`config.mk`:
```
export PLATFORM = sky130hd
export DESIGN_NAME = stream_fifo
export DESIGN_NICKNAME = d
export VERILOG_FILES = /design/src/rtl/stream_pkg.sv /design/src/rtl/stream_fifo.sv
export SDC_FILE = /design/constraint.sdc
export NUM_CORES = 1
export LEC_CHECK = 0
export CAP_MARGIN = 25
export CORE_ASPECT_RATIO = 0.7
export CORE_MARGIN = 2
export CORE_UTILIZATION = 35
export DETAILED_ROUTE_END_ITERATION = 16
export GPL_ROUTABILITY_DRIVEN = 1
export PLACE_DENSITY = 0.52
export SYNTH_ARGS = -nofsm -noshare
export SYNTH_HDL_FRONTEND = slang
export SYNTH_SLANG_ARGS = --single-unit
```
`constraint.sdc`:
```
create_clock -name clk_i -period 2.8 [get_ports clk_i]
set_input_delay 0.42 -clock clk_i [delete_from_list [all_inputs] [get_ports clk_i]]
set_output_delay 0.42 -clock clk_i [all_outputs]
set_load 0.01 [all_outputs]
```
`src/rtl/stream_pkg.sv`:
```
// Shared width helpers for the stream FIFO family.
package stream_pkg;

   // Width needed to hold a fill level of 0..depth inclusive.
   function automatic int unsigned cnt_width(input int unsigned depth);
      return $clog2(depth + 1);
   endfunction

   // Pointer width; never collapses to zero bits.
   function automatic int unsigned ptr_width(input int unsigned depth);
      int unsigned w;
      w = $clog2(depth);
      return (w < 1) ? 1 : w;
   endfunction

endpackage

```
`src/rtl/stream_fifo.sv`:
```
// Valid/ready stream FIFO with registered handshake flags, fill level and synchronous flush.
module stream_fifo
   import stream_pkg::*;
#(
   parameter type         data_t = logic [7:0],
   parameter int unsigned DEPTH  = 4,
   localparam int unsigned CNT_W = cnt_width(DEPTH)
) (
   input  logic             clk_i,
   input  logic             rst_i,
   input  logic             flush_i,
   input  data_t            data_i,
   input  logic             valid_i,
   output logic             ready_o,
   output data_t            data_o,
   output logic             valid_o,
   input  logic             ready_i,
   output logic [CNT_W-1:0] usage_o
);

   localparam int unsigned PTR_W = ptr_width(DEPTH);
   localparam logic [PTR_W-1:0] PTR_LAST = PTR_W'(DEPTH - 1);
   localparam logic [CNT_W-1:0] CNT_FULL = CNT_W'(DEPTH);

   data_t            mem [DEPTH];
   logic [PTR_W-1:0] rd_ptr, rd_ptr_nxt;
   logic [PTR_W-1:0] wr_ptr, wr_ptr_nxt;
   logic [CNT_W-1:0] count, count_nxt;
   logic             valid_q, valid_nxt;
   logic             ready_q, ready_nxt;
   logic             push, pop;

   // Handshakes qualified only by registered flags, so no input-to-output path exists.
   assign push = valid_i & ready_q;
   assign pop  = valid_q & ready_i;

   // Next-state for pointers, count and the registered full/empty flags.
   always_comb begin
      rd_ptr_nxt = rd_ptr;
      wr_ptr_nxt = wr_ptr;
      count_nxt  = count;
      if (push) begin
         wr_ptr_nxt = (wr_ptr == PTR_LAST) ? '0 : wr_ptr + PTR_W'(1);
      end
      if (pop) begin
         rd_ptr_nxt = (rd_ptr == PTR_LAST) ? '0 : rd_ptr + PTR_W'(1);
      end
      case ({push, pop})
         2'b10:   count_nxt = count + CNT_W'(1);
         2'b01:   count_nxt = count - CNT_W'(1);
         default: count_nxt = count;
      endcase
      if (flush_i) begin
         rd_ptr_nxt = '0;
         wr_ptr_nxt = '0;
         count_nxt  = '0;
      end
      valid_nxt = (count_nxt != '0);
      ready_nxt = (count_nxt != CNT_FULL);
   end

   // Control state with asynchronous reset.
   always_ff @(posedge clk_i or posedge rst_i) begin
      if (rst_i) begin
         rd_ptr  <= '0;
         wr_ptr  <= '0;
         count   <= '0;
         valid_q <= 1'b0;
         ready_q <= 1'b1;
      end else begin
         rd_ptr  <= rd_ptr_nxt;
         wr_ptr  <= wr_ptr_nxt;
         count   <= count_nxt;
         valid_q <= valid_nxt;
         ready_q <= ready_nxt;
      end
   end

   // Storage is not reset; a write during flush is harmless since pointers are cleared.
   always_ff @(posedge clk_i) begin
      if (push) begin
         mem[wr_ptr] <= data_i;
      end
   end

   assign ready_o = ready_q;
   assign valid_o = valid_q;
   assign usage_o = count;
   assign data_o  = mem[rd_ptr];

`ifndef SYNTHESIS
   a_count_bound: assert property (@(posedge clk_i) disable iff (rst_i)
      count <= CNT_FULL);

   a_no_push_full: assert property (@(posedge clk_i) disable iff (rst_i)
      !(push && (count == CNT_FULL)));

   a_out_stable: assert property (@(posedge clk_i) disable iff (rst_i)
      (valid_o && !ready_i && !flush_i) |=> (valid_o && $stable(data_o)));
`endif

endmodule

```
==> metrics.md <==
| Metric | Value |
|---|---|
| Outcome | complete, no violations |
| Final worst clock skew | 0.00744 ns |
| Combined area of the multi-input logic cells | 465 um^2 |
| Number of hold violations in the final report | 0 |
| Worst r2r dst | valid_o |
| Crit Path Max Fanout | 6 |
| Commonest non-fill, non-tap cells in the layout | sky130_fd_sc_hd__edfxtp_1 (32), sky130_fd_sc_hd__clkdlybuf4s50_1 (25), sky130_fd_sc_hd__mux4_2 (8), sky130_fd_sc_hd__dfrtp_1 (8), sky130_fd_sc_hd__nor2_1 (7) |
| Via count of the first global-routing pass | 896 |
| H-Tree Level Count | 2 |
| Number of buffers inserted for hold repair after clock tree synthesis | 0 |
| Number of antenna violations at the first check in global routing | 0 |
| Number of diodes added for antenna fixing | 0 |
| Number of clock buffers inserted by TritonCTS | 5 |
| Total routing resource utilization after global routing | 12.2% |
| Antenna-violating nets left | 0 |
| X dimension of the die | 87.2 um |
| Pwr dens | 766 nW/um^2 |
| Clock Pin Slew Worst Setup and Hold Paths | roughly 0.080 ns |
| Rel. slew slack | 67.2% |
| Number of warning messages in the yosys log | 0 |
| Share of the synthesized area in the top cell type | 56.6% |
| Clock period minus worst slack | 2.34 ns |
| Synth area leaders | sky130_fd_sc_hd__edfxtp_1 (57%), sky130_fd_sc_hd__dfrtp_1 (12%), sky130_fd_sc_hd__mux4_2 (11%), sky130_fd_sc_hd__ha_1 (3.7%), sky130_fd_sc_hd__dfstp_2 (1.5%) |
| Synth Instances | 94 |
| Worst r2r src | ready_o |
| Routed Wire Length | between 2000 and 3000 um |
| Setup repair after global routing missed its margin | false |
| Accumulated negative setup slack | 0 ns |
| Yosys top cell by area | sky130_fd_sc_hd__edfxtp_1 |
| Setup Buffers After CTS | 0 |
| Sum of net half-perimeters after detailed placement | ~2000 um |
| Switch share | approximately 28% |
| Final instance area | approximately 2100 um^2 |
| Site row count | 21 |
| WL per Instance | 16.0 um |
| Internal power | 1160 uW |
| Number of violations reported at the end of detailed-routing iteration 0 | 25 |
| Kind of launch point of the worst setup path | primary input |
| IO Count | 26 |
| Clock Root Buffer | sky130_fd_sc_hd__clkbuf_8 |
| Final setup fails | 0 |
| Fillcell total | 425 |
| Reported net switching power | 447 uW |
| Number of pins exceeding their max-slew limit in the final report | 0 |
| Fraction of the cycle the final worst path needs | roughly 83% |
| Layout Utilization | 44.4% |
| Max-cap violations | 0 |
| Highest ir drop seen on vdd | 297 uV |
| Largest net degree at the start of global routing | 16 |
| Achievable clock frequency | 428 MHz |
| Seq. cell area | about 1200 um^2 |
| Worst setup slack for register-to-register paths | 0.58 ns |
| Die Area | roughly 5400 um^2 |
| P&R area growth vs syn | 23.7% |
| Static Leakage | 0.000770 uW |
| Most common cell after layout, fill and taps aside | sky130_fd_sc_hd__edfxtp_1 |
| Proportion of layout cells with a drive suffix above 1 | approximately 17% |
| Total nets after synthesis | roughly 110 |
| Max Root-Sink Buffers | 2 |
| Clock network latency to the later pin of the worst-skew pair | 0.29 ns |
| CP required | approximately 3.0 ns |
| Starting Density | 35.9% |
| GRT overflow | 0 |
| Number of vias per cell after detailed routing | 4.78 |
| Slew @ Worst Pin | 0.492 ns |
| Reg2reg path depth | 6 |
| Count of nets after finishing | 143 |
| Via count | 870 |
| Post-cts repair resize count | 0 |
| Die Span Y | 62.3 um |
| Sequential Power Share | roughly half |
| Endpoint type of the worst setup path | flip-flop |
| Part of the Yosys area used for sequential elements | between 60% and 70% |
| Wire length of the first global-routing pass | between 4000 and 5000 um |
| TritonCTS clock tree | done |
| Number of search-and-repair iterations in the first detailed-routing pass | 4 |
| Arrival time at the worst endpoint | 2.50 ns |
| Number of different library cells in the post-synthesis netlist | 26 |
| Number of remaining DRC errors | 0 |
| Post-DP Area | roughly 2000 um^2 |
| Clock power share | 24.2% |
| Clock sink count | a little over 40 |
| Port bufs | 25 |
| Post-Synthesis Cell Area | 1700 um^2 |
| Logic pwr share | 27.0% |
| Mean area per synthesized cell | roughly 18 um^2 |
| Placeable core region | 4730 um^2 |
| Hold WC Path Type | in -> async |
| Number of register bits inferred by synthesis | 41 |
| Weighted congestion reported at the end of routability-driven placement | between 0.7 and 0.8 |
| Worst Setup Path Type | in -> reg |
## flip-flops by register name, indices dropped and copies added (netlist names)
signal,count
mem,32
rd_ptr,2
ready_o,1
usage_o,3
valid_o,1
wr_ptr,2
## cells by family after synthesis
family / after synthesis / synth area share [%]
buffers and inverters: 8 / 2.58
and+or+nand+nor: 21 / 7.30
xor gates and xnor gates: 4 / 2.07
DFF: 41 / 70.0
muxes: 10 / 11.8
adders and majority gates: 6 / 4.87
AOI/OAI and AO/OA: 4 / 1.40
## critical path, cell delays in order
cell and delay, ns:
sky130_fd_sc_hd__clkdlybuf4s50_1 0.55, sky130_fd_sc_hd__nand2_1 0.13, sky130_fd_sc_hd__ha_1 0.24, sky130_fd_sc_hd__fa_1 0.47
sky130_fd_sc_hd__nor3b_2 0.18, sky130_fd_sc_hd__a211o_1 0.14, sky130_fd_sc_hd__or3b_1 0.36
## per-layer routing
metal	GRT usage [%]	part of all wire, %
met1	16.7	49
met2	18.3	46
met3	4.52	4.9
met4	3.46	0.51
met5	0	0
## stage by stage
step	hold WS, ns	cells	setup WS, ns	total power, uW
global placement	0.570	174	0.212	1230
CTS	0.388	182	0.474	1640
global route	0.430	182	0.368	1690
detailed placement	0.568	174	0.182	1240
floorplan	0.247	94	0.708	1050
finish	0.389	182	0.464	1610
## area by class of cell
type,count,area share (%)
tap,57,3.40
timing repair buffer,27,12.6
clock inverter,3,1.19
multi-input combinational,45,22.2
sequential,41,56.6
clock buffer,5,3.28
inverter,4,0.716
## power groups by stage
| stage | sequential [uW] | combinational, uW | clock [uW] |
|---|---|---|---|
| final | 784 | 434 | 389 |
| after global routing | 794 | 476 | 425 |
| after CTS | 786 | 442 | 411 |
| after detailed placement | 798 | 439 | 0 |
| after global placement | 796 | 434 | 0 |
| after floorplan | 793 | 256 | 0 |
## worst max path at each step
stage                         end     from  slack, ns  cells past startpoint
after floorplan           valid_o  ready_o       0.71                      6
after detailed placement  valid_o  valid_i       0.18                      7
after global routing      valid_o  valid_i       0.37                      7
final                     valid_o  valid_i       0.46                      7
after global placement    valid_o  valid_i       0.21                      7
after CTS                 valid_o  valid_i       0.47                      7
## synthesized netlist by cell type
cell / count
sky130_fd_sc_hd__xnor2_1: 1
sky130_fd_sc_hd__dfrtp_1: 8
sky130_fd_sc_hd__nand2b_1: 1
sky130_fd_sc_hd__buf_6: 1
sky130_fd_sc_hd__nor3b_2: 1
sky130_fd_sc_hd__or2_1: 1
sky130_fd_sc_hd__inv_1: 4
sky130_fd_sc_hd__xor2_1: 3
sky130_fd_sc_hd__nand3_1: 2
sky130_fd_sc_hd__nand2_1: 2
sky130_fd_sc_hd__buf_2: 2
sky130_fd_sc_hd__dfstp_2: 1
sky130_fd_sc_hd__buf_4: 1
sky130_fd_sc_hd__mux2i_1: 2
sky130_fd_sc_hd__ha_1: 5
sky130_fd_sc_hd__nor2_1: 7
sky130_fd_sc_hd__nor4b_2: 1
sky130_fd_sc_hd__edfxtp_1: 32
sky130_fd_sc_hd__fa_1: 1
sky130_fd_sc_hd__and3_1: 4
sky130_fd_sc_hd__o21ai_0: 1
sky130_fd_sc_hd__or3b_1: 1
sky130_fd_sc_hd__a211o_1: 1
sky130_fd_sc_hd__and2_1: 1
sky130_fd_sc_hd__a21oi_1: 2
sky130_fd_sc_hd__mux4_2: 8
No activity file was read; power rests on OpenSTA's default activity.
